$ cat src/rtl/load_store_unit.sv
// load_store_unit: memory-access stage issuing SB/SH/SW/LB/LH/LW/LBU/LHU over a req/ack handshake.
// Optional macro LSU_MISALIGN_TRAP_EN turns misaligned half/word accesses into an err pulse.
module load_store_unit #(
   parameter int ADDR_W  = 32,
   parameter int TIMEOUT = 16
) (
   input  logic              clk,
   input  logic              rst_n,
   input  logic              start,
   input  logic [3:0]        op,
   input  logic [ADDR_W-1:0] addr,
   input  logic [31:0]       wdata,
   output logic              busy,
   output logic              done,
   output logic              err,
   output logic [31:0]       rdata,
   output logic              mem_req,
   output logic              mem_we,
   output logic [3:0]        mem_be,
   output logic [ADDR_W-1:0] mem_addr,
   output logic [31:0]       mem_wdata,
   input  logic [31:0]       mem_rdata,
   input  logic              mem_ack
);

   localparam int TMR_W = (TIMEOUT > 1) ? $clog2(TIMEOUT) : 1;

   typedef enum logic [1:0] {
      ST_IDLE = 2'b00,
      ST_REQ  = 2'b01,
      ST_RESP = 2'b10
   } state_t;

   state_t            state_r, state_s;
   logic [TMR_W-1:0]  timer_r, timer_s;
   logic [3:0]        op_r, op_s;
   logic [1:0]        lo_r, lo_s;
   logic              busy_s, done_s, err_s, mem_req_s, mem_we_s;
   logic [3:0]        mem_be_s;
   logic [ADDR_W-1:0] mem_addr_s;
   logic [31:0]       mem_wdata_s, rdata_s;

   function automatic logic [3:0] lane_enables(input logic [1:0] size, input logic [1:0] lo);
      logic [3:0] be;
      case (size)
         2'b00:   be = 4'b0001 << lo;
         2'b01:   be = 4'b0011 << {lo[1], 1'b0};
         default: be = 4'b1111;
      endcase
      return be;
   endfunction

   function automatic logic [31:0] lane_replicate(input logic [1:0] size, input logic [31:0] wd);
      logic [31:0] d;
      case (size)
         2'b00:   d = {4{wd[7:0]}};
         2'b01:   d = {2{wd[15:0]}};
         default: d = wd;
      endcase
      return d;
   endfunction

   // Half loads use only lo[1]; word loads ignore the lane and the unsigned flag.
   function automatic logic [31:0] load_extend(input logic [31:0] word, input logic [1:0] size,
                                               input logic uns, input logic [1:0] lo);
      logic [31:0] sh;
      logic [31:0] res;
      case (size)
         2'b00: begin
            sh  = word >> {lo, 3'b000};
            res = {{24{~uns & sh[7]}}, sh[7:0]};
         end
         2'b01: begin
            sh  = word >> {lo[1], 4'b0000};
            res = {{16{~uns & sh[15]}}, sh[15:0]};
         end
         default: begin
            sh  = word;
            res = sh;
         end
      endcase
      return res;
   endfunction

`ifdef LSU_MISALIGN_TRAP_EN
   function automatic logic misaligned(input logic [1:0] size, input logic [1:0] lo);
      logic m;
      case (size)
         2'b01:   m = lo[0];
         2'b10:   m = (lo != 2'b00);
         default: m = 1'b0;
      endcase
      return m;
   endfunction
`endif

   // State register
   always_ff @(posedge clk) begin
      if (!rst_n) begin
         state_r <= ST_IDLE;
      end else begin
         state_r <= state_s;
      end
   end

   // Next-state and next-output decode
   always_comb begin
      state_s     = state_r;
      timer_s     = timer_r;
      op_s        = op_r;
      lo_s        = lo_r;
      done_s      = 1'b0;
      err_s       = 1'b0;
      mem_req_s   = mem_req;
      mem_we_s    = mem_we;
      mem_be_s    = mem_be;
      mem_addr_s  = mem_addr;
      mem_wdata_s = mem_wdata;
      rdata_s     = rdata;
      case (state_r)
         ST_IDLE: begin
            mem_req_s = 1'b0;
            if (start) begin
               if (op[1:0] == 2'b11) begin
                  err_s = 1'b1;
`ifdef LSU_MISALIGN_TRAP_EN
               end else if (misaligned(op[1:0], addr[1:0])) begin
                  err_s = 1'b1;
`endif
               end else begin
                  state_s     = ST_REQ;
                  timer_s     = '0;
                  op_s        = op;
                  lo_s        = addr[1:0];
                  mem_req_s   = 1'b1;
                  mem_we_s    = op[3];
                  mem_be_s    = lane_enables(op[1:0], addr[1:0]);
                  mem_addr_s  = {addr[ADDR_W-1:2], 2'b00};
                  mem_wdata_s = lane_replicate(op[1:0], wdata);
               end
            end else begin
               op_s = op_r;
            end
         end
         ST_REQ: begin
            // An ack arriving on the expiry cycle still counts as success.
            if (mem_ack) begin
               state_s   = ST_RESP;
               mem_req_s = 1'b0;
               done_s    = 1'b1;
               if (!op_r[3]) begin
                  rdata_s = load_extend(mem_rdata, op_r[1:0], op_r[2], lo_r);
               end else begin
                  rdata_s = rdata;
               end
            end else if (timer_r == TMR_W'(TIMEOUT - 1)) begin
               state_s   = ST_RESP;
               mem_req_s = 1'b0;
               err_s     = 1'b1;
            end else begin
               timer_s = timer_r + TMR_W'(1);
            end
         end
         ST_RESP: begin
            state_s   = ST_IDLE;
            mem_req_s = 1'b0;
         end
         default: begin
            state_s   = ST_IDLE;
            mem_req_s = 1'b0;
         end
      endcase
      busy_s = (state_s != ST_IDLE);
   end

   // Registered outputs and latched access context
   always_ff @(posedge clk) begin
      if (!rst_n) begin
         timer_r   <= '0;
         op_r      <= 4'b0000;
         lo_r      <= 2'b00;
         busy      <= 1'b0;
         done      <= 1'b0;
         err       <= 1'b0;
         mem_req   <= 1'b0;
         mem_we    <= 1'b0;
         mem_be    <= 4'b0000;
         mem_addr  <= '0;
         mem_wdata <= 32'h0000_0000;
         rdata     <= 32'h0000_0000;
      end else begin
         timer_r   <= timer_s;
         op_r      <= op_s;
         lo_r      <= lo_s;
         busy      <= busy_s;
         done      <= done_s;
         err       <= err_s;
         mem_req   <= mem_req_s;
         mem_we    <= mem_we_s;
         mem_be    <= mem_be_s;
         mem_addr  <= mem_addr_s;
         mem_wdata <= mem_wdata_s;
         rdata     <= rdata_s;
      end
   end

endmodule

$ cat config.mk
export PLATFORM = sky130hd
export DESIGN_NAME = load_store_unit
export DESIGN_NICKNAME = d
export VERILOG_FILES = /design/src/rtl/load_store_unit.sv
export SDC_FILE = /design/constraint.sdc
export NUM_CORES = 1
export LEC_CHECK = 0
export ABC_CLOCK_PERIOD_IN_PS = 1690
export BUFFER_PORTS_ARGS = -buffer_cell sky130_fd_sc_hd__buf_2
export CAP_MARGIN = 5
export CELL_PAD_IN_SITES_DETAIL_PLACEMENT = 1
export CELL_PAD_IN_SITES_GLOBAL_PLACEMENT = 1
export CORE_MARGIN = 1.5
export CORE_UTILIZATION = 31
export CTS_CLUSTER_SIZE = 25
export DETAILED_ROUTE_END_ITERATION = 8
export GPL_ROUTABILITY_DRIVEN = 0
export PLACE_DENSITY = 0.76
export SLEW_MARGIN = 0
export SYNTH_ARGS = -nofsm -noshare
export SYNTH_HDL_FRONTEND = slang
export SYNTH_SLANG_ARGS = --single-unit
$ cat constraint.sdc
create_clock -name clk -period 1.69 [get_ports clk]
set_input_delay 0.169 -clock clk [delete_from_list [all_inputs] [get_ports clk]]
set_output_delay 0.169 -clock clk [all_outputs]
set_load 0.01 [all_outputs]
# Word-level counts from Yosys, hierarchy flattened
# Cells that the tools add are included.
[word_totals]
inputBits = 104
mem_bits_ro = 0
reg_bits = 115
wordCells = 66
ramBits = 0
memories = 0
latch_bits = 0
output_inout_bits = 105
[op_classes]
add_sub_neg = 1
muxes = 24
eq_ne = 10
n_div = 0
n_reduce_logical = 9
multipliers = 0
n_bitwise = 5
magnitude_cmp = 0
n_shift = 4
[op_table]
columns = ["cell", "count"]
rows = [
  ["32-bit case mux with 2 select lines", 2],
  ["32-bit by 5-bit right shift with 16-bit output", 1],
  ["32-bit by 5-bit right shift with 8-bit output", 1],
  ["4-bit 2-to-1 mux", 4],
  ["4-bit case mux with 2 select lines", 2],
  ["1-bit 2-to-1 mux", 9],
  ["2-bit 2-to-1 mux", 4],
  ["2-bit != test, second input constant", 4],
  ["2-bit by 1-bit == test with 1-bit output, second input constant", 3],
  ["2-bit logical NOT", 3],
  ["3-bit AND reduction", 2],
  ["5-bit AND reduction", 1],
  ["4-bit by 1-bit adder with 4-bit output, second input constant", 1],
  ["4-bit == test, second input constant", 1],
  ["1-bit case mux with 2 select lines", 2],
  ["2-bit case mux with 2 select lines", 1],
  ["2-bit nonzero test", 2],
  ["1-bit by 2-bit << shifter with 4-bit output, first input constant", 1],
  ["2-bit by 2-bit << shifter with 4-bit output, first input constant", 1],
  ["3-bit != test, second input constant", 1],
  ["1-bit inverter", 3],
  ["1-bit bitwise AND", 2],
  ["2-bit == test, second input constant", 1],
  ["2-bit AND reduction", 1],
]

# Longest topological paths before layout
# Gate-level depths: netlist of run 1.
[logic_depth]
ltp_word = 5
mapped_depth = 6
mapped_depth_nobuf = 5

# Worst setup path after synthesis of run 1
# OpenSTA, ideal clock, no wires.
[synth_path]
kind = "register -> register"
from = "register lo_r[1]"
to = "register rdata[10]"
stages_incl_launch_ff = 6
period_less_slack_ps = 1606
required_ps = 1551
setup_time_ps = 139
setup_slack_ps = 84
path_buffers = 1
t_arrival_ps = 1467
path_cell_list = "dfxtp_1 buf_6 mux4_2 nor2b_4 o41ai_4 a21oi_1"
[synth_via]
elab_chain_len = 3
word_cells_on_any_way = 4
classes_between = "shift (2); mux (1); bitwise (1)"
[synth_lines]
columns = ["element", "line_no", "rtl"]
rows = [
  ["start: declaration", "37", "logic [1:0] lo_r, lo_s;"],
  ["start signal: assignment", "194", "lo_r <= lo_s;"],
  ["32-bit by 5-bit right shift with 8-bit output", "70", "sh = word >> {lo, 3'b000};"],
  ["1-bit bitwise AND", "71", "res = {{24{~uns & sh[7]}}, sh[7:0]};"],
  ["32-bit case mux with 2 select lines *", "68", "case (size)"],
  ["end signal: assignment", "203", "rdata <= rdata_s;"],
  ["end: declaration", "16", "output logic [31:0] rdata,"],
]
# Mark *: on every way between the ends. The rest lies on a longest branch, timed or not.
# A chain may end at the register's enable or synchronous reset.

# Final worst setup path of run 1
[layout_path]
from = "register state_r[0]"
to = "register mem_wdata[13]"
[layout_via]
elab_chain_len = 2
[layout_lines]
columns = ["element", "line_no", "rtl"]
rows = [
  ["start: declaration", "34", "state_t state_r, state_s;"],
  ["start signal: assignment", "102", "state_r <= state_s;"],
  ["2-bit logical NOT", "120", "case (state_r)"],
  ["3-bit AND reduction (no source line)", "--", ""],
  ["end signal: assignment", "202", "mem_wdata <= mem_wdata_s;"],
  ["end: declaration", "21", "output logic [31:0] mem_wdata,"],
]
# Every way passes these cells.

==> impl_results.md, run 1 <==
- Cell taking the most area after synthesis: dfxtp_1
- Leakage Power: approximately 3.5 nW
- Finished Core Util: 0.4532
- Dpl cell area: between 6000 and 7000 um^2
- Skew final: about 0.0084 ns
- Total power divided by cell area: 1055 nW/um^2
- Slowest-stage cell, CP: or3b_4
- DRT iter0 DRCs: ~230
- Routing usage on met2: 0.3108
- DR vias: between 5000 and 6000
- Clk Tree Root Cell: clkbuf_16
- Syn Area/Cell: around 8.4 um^2
- Final nets: ~940
- Worst R2R End: mem_wdata[13]$_SDFFE_PN0P_
- Fin area: ~7300 um^2
- Vias in the first global route: 5176
- Initial antenna violation count: 2
- Die W: 131.8 um
- Worst Path Arrival: 1.93 ns
- FP Rows: 46
- DR pass1 iterations: 4
- RSZ-0062 raised after global routing: yes
- Largest net degree at the start of global routing: just over 60
- Synth warn: 0
- Min Tclk post-route: 1.635 ns
- Port buffer count: 206
- Worst hold path class: in2reg
- Die area: 17370 um^2
- Setup CP Type: reg2reg
- Type of origin of the critical path: register
- # IOs: ~210
- FF+latch count, synth: 114
- Final Cycle Share: 0.9676
- Critical-path cell list: or3b_4, a21oi_4, buf_4, buf_12, nand3_1, o211a_1
- Busiest grt layer: met2
- Clock tree buffer depth: 2
- Worst reg2reg startpoint: state_r[0]$_SDFF_PN0_
- Total GRT Usage: 0.1925
- Max incr delay on CP: approximately 0.42 ns
- Post-Syn Instances: between 600 and 700
- R2R Setup Slk: about 0.055 ns
- Top cells by area, synth: dfxtp_1 44%, nand2_1 12%, a21boi_0 6.3%
- Setup TNS: 0 ns
- DRC: 0
- Final ANT Viol Nets: 0
- Outcome: finished clean
- Req. time, crit path: between 1.5 and 2 ns
- Gr ovfl total: 0
- Min-delay src: op[2]
- Sequential share of the synthesized area: 0.4437
- DP HPWL: 12.12 mm
- Clock latency on the worst-skew pair: approximately 0.40 ns
- Top-area cell type share of the netlist area: 0.4437
- Hold Path End: op_r[2]$_SDFFE_PN0P_
- Final setup vio count: 0
- Initial core utilization: 0.3203
- Mapped Area: roughly 5100 um^2
- Vias per std cell: between 4 and 5
- Worst VDD drop: 0.7359 mV
- Final Max Slew Viols: 0
- Hold Path Depth: 3
- CTS tree: built
- Met3 GRT Util: 0.05652
- CTS buffer count: 17
- Core area: roughly 16000 um^2
- Layout cells sized above 1: 0.3345
- First-pass GRT wire length: 26.74 mm
- Crit end category: register
- Critical-path maximum fanout: 26
- Routed WL: about 17 mm
- CTS Sinks: roughly 110
- Die Y: 131.8 um
- Syn-to-layout area delta: 41.47%
- H-tree depth: 4
- Count of cell types in the netlist: 46
- GR Util met1: 0.2438
- Fill count: between 1500 and 2000
- Avg WL per Cell: 15.95 um
- MaxCap Viol Count: 0
- Final-report hold violation count: 0
- Clock-pin slew on the worst setup and hold paths: about 0.05 ns
- Max Freq: 611.5 MHz
- Reg2reg path depth: 6
==> layout by cell type, fill, tap and decap left out, types with 2 or more instances in the layout <==
| master | netlist | routed |
|---|---|---|
| buf_2 | 5 | 206 |
| nand2_1 | 158 | 157 |
| dfxtp_1 | 114 | 113 |
| o21ai_0 | 48 | 48 |
| a21boi_0 | 43 | 39 |
| a21oi_1 | 30 | 29 |
| mux2i_1 | 28 | 27 |
| nor2_1 | 21 | 21 |
| o211a_1 | 19 | 19 |
| nand3_1 | 18 | 18 |
| clkbuf_16 | 0 | 18 |
| buf_4 | 9 | 18 |
| dlygate4sd3_1 | 0 | 14 |
| inv_1 | 11 | 11 |
| nor2b_1 | 9 | 9 |
| nand2b_1 | 9 | 9 |
| nor3b_1 | 8 | 8 |
| a221oi_1 | 8 | 7 |
| a32o_1 | 7 | 7 |
| buf_12 | 0 | 7 |
| nor3b_2 | 4 | 4 |
| a21boi_1 | 0 | 4 |
| clkbuf_8 | 0 | 4 |
| clkinvlp_4 | 0 | 4 |
| clkinv_2 | 0 | 3 |
| nor3_1 | 2 | 2 |
| a211oi_1 | 2 | 2 |
| nor2b_4 | 1 | 2 |
| and2_1 | 2 | 2 |
| o21a_1 | 2 | 2 |
| conb_1 | 1 | 2 |
| bufinv_16 | 0 | 2 |
==> flip-flops by register name, indices dropped and copies added, names as in the netlist, 2 cells and up <==
signal	flops
op_r	3
rdata	32
timer_r	4
mem_addr	30
state_r	2
mem_wdata	32
mem_be	4
lo_r	2
==> synthesized netlist by cell type, drive strengths merged <==
master,number
nand2,158
dfxtp,114
o21ai,48
a21boi,43
a21oi,31
mux2i,28
clkbuf,27
nor2,22
buf,20
o211a,19
nand3,18
nor3b,12
inv,11
nor2b,11
nand2b,9
a221oi,8
a32o,7
a211oi,2
and2,2
nor3,2
o21a,2
a21bo,1
a22oi,1
and2b,1
conb,1
ha,1
mux4,1
nand3b,1
o2111ai,1
o211ai,1
o221a,1
o22ai,1
o31ai,1
o32a,1
o41ai,1
or3,1
or3b,1
or4,1
==> power breakdown <==
group	switching [mW]	internal, mW
logic	0.648	0.531
clock network	1.23	2.31
registers	0.0932	2.86
total	1.97	5.70
==> layout make-up <==
type                       instances  area [um^2]  share of cell area
antenna                            1        2.502           0.0003439
multi-input combinational        440         2608              0.3583
tap                              216        270.3             0.03714
timing repair buffer             247         1483              0.2037
clock buffer                      22        484.2             0.06654
clock inverter                     9        105.1             0.01444
inverter                          11        41.29            0.005674
sequential                       114         2283              0.3138
==> critical path: cells and delay by family, from the launching register on <==
kind,cells,cell delay [ns]
AOI/OAI and AO/OA,2,0.35
buffers and inverters,2,0.31
DFF,1,0.34
and+or+nand+nor,2,0.51
==> layer usage <==
metal / share of wire / routed length (um)
met2: 0.47 / 7946
met1: 0.45 / 7658
met3: 0.054 / 918
met5: 0.00071 / 12
met4: 0.022 / 376
==> cell families after synthesis <==
kind of cell / Yosys count / synth area share
buffers and inverters: 58 / 0.05595
muxes: 29 / 0.05887
adders and majority gates: 1 / 0.002432
and+or+nand+nor: 239 / 0.2092
DFF: 114 / 0.4437
other: 1 / 0.0007290
AOI/OAI and AO/OA: 169 / 0.2291
==> worst max-delay path by stage <==
stage          cells after the start                         end                   from  slack, ns
6_report                           6  mem_wdata[13]$_SDFFE_PN0P_  state_r[0]$_SDFF_PN0_       0.05
5_1_grt                            6   mem_wdata[8]$_SDFFE_PN0P_  state_r[0]$_SDFF_PN0_      -0.03
4_1_cts                            5    mem_addr[2]$_SDFFE_PN0P_  state_r[1]$_SDFF_PN0_       0.06
3_5_place_dp                       4       rdata[5]$_SDFFE_PN0P_   lo_r[0]$_SDFFE_PN0P_       0.07
3_3_place_gp                       4       rdata[5]$_SDFFE_PN0P_   lo_r[0]$_SDFFE_PN0P_       0.11
2_1_floorplan                      5      rdata[10]$_SDFFE_PN0P_   lo_r[1]$_SDFFE_PN0P_       0.08
==> timing repair <==
item,in CTS,in global routing
resized for setup,0,10
endpoints found under the setup margin,0,10
hold buffers,14,0
endpoints found under the hold margin,14,0
setup buffers,0,2
==> stage by stage <==
step	cells	total power, mW	hold slack, ns	setup WS, ns
after floorplan	612	3.631	0.3119	0.08401
after global placement	1011	4.123	0.4203	0.1051
after detailed placement	1011	4.141	0.4282	0.07156
after CTS	1056	7.743	0.001791	0.06015
after global routing	1060	8.035	0.01239	-0.03337
final	1060	7.676	0.01106	0.05473
Note: power is estimated with default switching activity, not from simulation.
==> run 2, diff against run 1 <==
--- a/config.mk
+++ b/config.mk
@@ -15,7 +15,9 @@
 export CTS_CLUSTER_SIZE = 25
 export DETAILED_ROUTE_END_ITERATION = 8
 export GPL_ROUTABILITY_DRIVEN = 0
+export HOLD_SLACK_MARGIN = 0.15
 export PLACE_DENSITY = 0.76
+export REMOVE_ABC_BUFFERS = 1
 export SLEW_MARGIN = 0
 export SYNTH_ARGS = -nofsm -noshare
 export SYNTH_HDL_FRONTEND = slang
==> impl_results.md, run 2 (synthesized netlist as in run 1, its figures left out) <==
- Vias per std cell: just over 5
- DR vias: 5787
- Req. time, crit path: roughly 2 ns
- Final setup vio count: 3
- Failing checks: setup timing
- Setup CP Type: reg2reg
- Port buffer count: about 210
- Crit end category: register
- Total GRT Usage: 0.2406
- Avg WL per Cell: ~19 um
- Largest registers: mem_wdata (32), rdata (32), mem_addr (30)
- Power Total: 8.224 mW
- Outcome: complete, but fails checks
- RSZ-0062 raised after global routing: yes
- Ant. Diodes: 0
- Dpl cell area: around 6500 um^2
- MaxCap Viol Count: 0
- Met2 wire len: 10.60 mm
- # IOs: between 200 and 250
- Fin area: ~8100 um^2
- Die Y: around 130 um
- Die W: 131.8 um
- DP HPWL: between 10 and 15 mm
- CTS buffer count: 17
- Worst setup margin: -0.05348 ns
- Slew @ Worst Pin: just over 0.7 ns
- Skew final: approximately 0.015 ns
- Total placed cells including tap cells: slightly above 1000
- Clock tree buffer depth: 2
- Min Tclk post-route: between 1.5 and 2 ns
- Vias in the first global route: roughly 6000
- FP Rows: 46
- Finished Core Util: 0.5047
- Final nets: 1014
- Initial antenna violation count: 0
- Type of origin of the critical path: register
- Core area: 16060 um^2
- Clock latency on the worst-skew pair: around 0.43 ns
- DR top layer: met4
- DR pass1 iterations: 4
- Final Max Slew Viols: 0
- CTS tree: built
- Die area: about 17000 um^2
- Most frequent cells in the layout: 205 x buf_2, 157 x nand2_1, 114 x dfxtp_1
- Critical-path maximum fanout: 15
- Total power divided by cell area: about 1000 nW/um^2
- Non-Filler Instances: about 1100
- M1 WL: 9.068 mm
- Worst VDD drop: 0.7252 mV
- Hold Slack: between 0.15 and 0.2 ns
- Final Cycle Share: 1.032
- First-pass GRT wire length: around 33 mm
- Worst hold path class: in2reg
- DRT iter0 DRCs: approximately 310
- Gr ovfl total: 0
- Setup TNS: -0.09687 ns
- Clock-pin slew on the worst setup and hold paths: around 0.06 ns
- Final ANT Viol Nets: 0
- Worst Path Arrival: slightly above 2 ns
- Syn-to-layout area delta: 57.55%
- Initial core utilization: 0.3203
- Layout cells sized above 1: 0.3091
- Commonest non-fill, non-tap cell in the layout: buf_2
- Slew margin rel.: 0.5153
- H-tree depth: 4
- Clk Tree Root Cell: clkbuf_16
- Routed WL: 22.02 mm
- Max Freq: ~570 MHz
- Leakage Power: 3.794 nW
- CTS Sinks: 114
- Largest net degree at the start of global routing: roughly 110
- WL met3: roughly 1.6 mm
- Setup slack at placement: 0.04904 ns
- Final-report hold violation count: 0
- DRC: 0
==> run 2: report_power, final <==
part | switching, mW | internal, mW | leakage (nW)
clock network | 1.46 | 2.38 | 0.294
logic | 0.752 | 0.659 | 2.57
registers | 0.116 | 2.86 | 0.933
==> run 2: final timing paths <==
path | to | startpoint | cells after the start | slack [ns]
setup / recovery | mem_addr[12]$_SDFFE_PN0P_ | state_r[1]$_SDFF_PN0_ | 6 | -0.05
hold / removal | rdata[9]$_SDFFE_PN0P_ | mem_rdata[9] | 4 | 0.19
setup reg to reg | mem_addr[12]$_SDFFE_PN0P_ | state_r[1]$_SDFF_PN0_ | 6 | -0.05
hold reg to reg | mem_addr[22]$_SDFFE_PN0P_ | mem_addr[22]$_SDFFE_PN0P_ | 2 | 0.46
==> run 2: critical path: stages (launching register included) <==
cell,delay (ns)
dfxtp_1,0.36
or3b_4,0.42
a21oi_4,0.16
buf_12,0.15
buf_12,0.16
nand2_1,0.08
a21boi_0,0.29
==> run 2: timing repair <==
| item | 4_1_cts | 5_1_grt |
|---|---|---|
| endpoints found under the hold margin | 92 | 0 |
| resized for setup | 0 | 10 |
| setup endpoints to repair | 0 | 49 |
| hold buffers | 90 | 0 |
| buffers inserted | 0 | 3 |
==> run 2: layout make-up <==
| cell class | instances | area [um^2] |
|---|---|---|
| Clock buffer | 18 | 439.2 |
| Fill cell | 1896 | 7954 |
| Timing Repair Buffer | 325 | 2268 |
| Inverter | 11 | 41.29 |
| Clock inverter | 14 | 178.9 |
| Sequential cell | 114 | 2282 |
| Multi-Input combinational cell | 440 | 2624 |
| Tap cell | 216 | 270.3 |
==> run 2: routing by layer <==
layer / vias up / GRT usage
li1: 2704 / -
met1: 2774 / 0.2870
met4: 0 / 0.09630
met3: 53 / 0.07497
met2: 256 / 0.4032
met5: - / 0
==> run 3, diff against run 2 <==
--- a/config.mk
+++ b/config.mk
@@ -12,12 +12,12 @@
 export CELL_PAD_IN_SITES_GLOBAL_PLACEMENT = 1
 export CORE_MARGIN = 1.5
 export CORE_UTILIZATION = 31
+export CTS_CLUSTER_DIAMETER = 60
 export CTS_CLUSTER_SIZE = 25
 export DETAILED_ROUTE_END_ITERATION = 8
 export GPL_ROUTABILITY_DRIVEN = 0
 export HOLD_SLACK_MARGIN = 0.15
 export PLACE_DENSITY = 0.76
-export REMOVE_ABC_BUFFERS = 1
 export SLEW_MARGIN = 0
 export SYNTH_ARGS = -nofsm -noshare
 export SYNTH_HDL_FRONTEND = slang
==> impl_results.md, run 3 (synthesized netlist as in run 1, its figures left out) <==
- H-tree depth: 4
- Setup CP Type: reg2reg
- DR vias: roughly 5500
- Outcome: finished clean
- CTS buffer count: 17
- DR pass1 iterations: 4
- Hold Slack: between 0.15 and 0.2 ns
- Final-report hold violation count: 0
- MaxCap Viol Count: 0
- Vias per std cell: about 5
- Slowest-stage cell, CP: or3b_4
- Crit end category: register
- Clock latency on the worst-skew pair: a little over 0.4 ns
- Largest registers: mem_wdata (32), rdata (32), mem_addr (30)
- Req. time, crit path: between 1.5 and 2 ns
- Final Cycle Share: 0.9606
- # IOs: 209
- Final Max Slew Viols: 0
- DP HPWL: about 12 mm
- First-pass GRT wire length: slightly above 30 mm
- RSZ-0062 raised after global routing: yes
- Fill count: approximately 1900
- Setup slack at placement: 0.07156 ns
- CTS tree: built
- Largest net degree at the start of global routing: just over 60
- Routed WL: about 19 mm
- DRC: 0
- Gr ovfl total: 0
- Commonest non-fill, non-tap cell in the layout: buf_2
- Multi-input gate area: about 2600 um^2
- Initial core utilization: 0.3203
- Power Total: ~8 mW
- Final nets: slightly below 1000
- Most frequent cells in the layout: 204 x buf_2, 157 x nand2_1, 112 x dfxtp_1
- Final ANT Viol Nets: 0
- Type of origin of the critical path: register
- Syn-to-layout area delta: 53.13%
- Crit path buf inv count: 1
- Worst VDD drop: approximately 0.75 mV
- Die area: around 17000 um^2
- Die Y: roughly 130 um
- DRT iter0 DRCs: around 260
- Skew final: roughly 0.009 ns
- Min Tclk post-route: about 1.6 ns
- Dpl cell area: 6484 um^2
- CTS Sinks: about 110
- Avg WL per Cell: approximately 17 um
- Worst hold path class: in2reg
- Storage cell area: between 2000 and 2500 um^2
- Clock-pin slew on the worst setup and hold paths: about 0.05 ns
- Worst setup margin: about 0.067 ns
- FP Rows: 46
- Clk Tree Root Cell: clkbuf_16
- Critical-path cell list: or3b_4, a21oi_4, buf_12, mux2i_4, nor2b_1
- Port buffer count: 206
- Finished Core Util: 0.4905
- Worst Path Arrival: ~1.9 ns
- Leakage Power: roughly 3.7 nW
- Cell family with most CP delay: simple AND/OR/NAND/NOR gates
- Layout cells sized above 1: 0.3093
- Total GRT Usage: 0.2191
- Final setup vio count: 0
- Total power divided by cell area: 994.4 nW/um^2
- Critical-path maximum fanout: 28
- Die W: roughly 130 um
- Fin area: between 7000 and 8000 um^2
- Clock tree buffer depth: 2
- Max Freq: slightly above 600 MHz
- Initial antenna violation count: 2
- Vias in the first global route: 5793
- Max incr delay on CP: 0.41 ns
- Core area: 16060 um^2
[run 3: cell types whose count changed in the layout (fill, tap and decap cells not counted), sizes merged]
cell         previous run  this run
clkbuf                 20        22
clkinv                  5         3
diode                   0         2
clkinvlp                3         4
bufinv                  3         2
dlygate4sd3            90        77
buf                   233       229
inv                    14        11
[run 3: path summary, 6_finish.rpt]
kind / start / end / slack, ns / cells after the start
setup reg to reg: state_r[0]$_SDFF_PN0_ / mem_wdata[26]$_SDFFE_PN0P_ / 0.07 / 5
setup / recovery: state_r[0]$_SDFF_PN0_ / mem_wdata[26]$_SDFFE_PN0P_ / 0.07 / 5
hold / removal: wdata[27] / mem_wdata[27]$_SDFFE_PN0P_ / 0.17 / 5
hold reg to reg: rdata[14]$_SDFFE_PN0P_ / rdata[14]$_SDFFE_PN0P_ / 0.46 / 2
[run 3: through the flow]
stage | setup TNS, ns | cells
CTS | 0 | 1119
global placement | 0 | 1011
finish | 0 | 1120
floorplan | 0 | 612
detailed placement | 0 | 1011
global route | -0.009220 | 1120
[run 3: layout make-up]
cell class,instances,share of cell area
multi-input cells,440,0.3315
flip-flops and latches,114,0.2901
repair buffers,306,0.2634
clock buffers,22,0.06148
well taps,216,0.03431
clock inverters,9,0.01334
inverters,11,0.005242
diodes,2,0.0006354
[run 3: report_power, final]
part           leakage (nW)  total (mW)  internal [mW]  switching (mW)
clock network         0.280        3.56           2.31            1.25
registers             0.934        2.96           2.86          0.0974
logic                  2.48        1.31          0.616           0.695
[run 3: tightest hold or removal path, delay by kind of cell]
family	cells	cell delay, ns
buf+inv	1	0.08
mux	1	0.07
compound gates	1	0.07
simple gates	2	0.15
[run 3: timing repair]
| action | 4_1_cts | 5_1_grt |
|---|---|---|
| endpoints found under the hold margin | 80 | 0 |
| endpoints found under the setup margin | 0 | 13 |
| buffers inserted | 0 | 1 |
| gates resized for setup | 0 | 9 |
| hold buffers | 77 | 0 |
[run 3: per-layer routing]
| layer | GRT usage | up-vias | wire (um) |
|---|---|---|---|
| li1 | - | 2661 | - |
| met1 | 0.2606 | 2609 | 8181 |
| met2 | 0.3728 | 186 | 9292 |
| met3 | 0.05652 | 45 | 966 |
| met4 | 0.09691 | 0 | 682 |
| met5 | 0 | - | 0 |
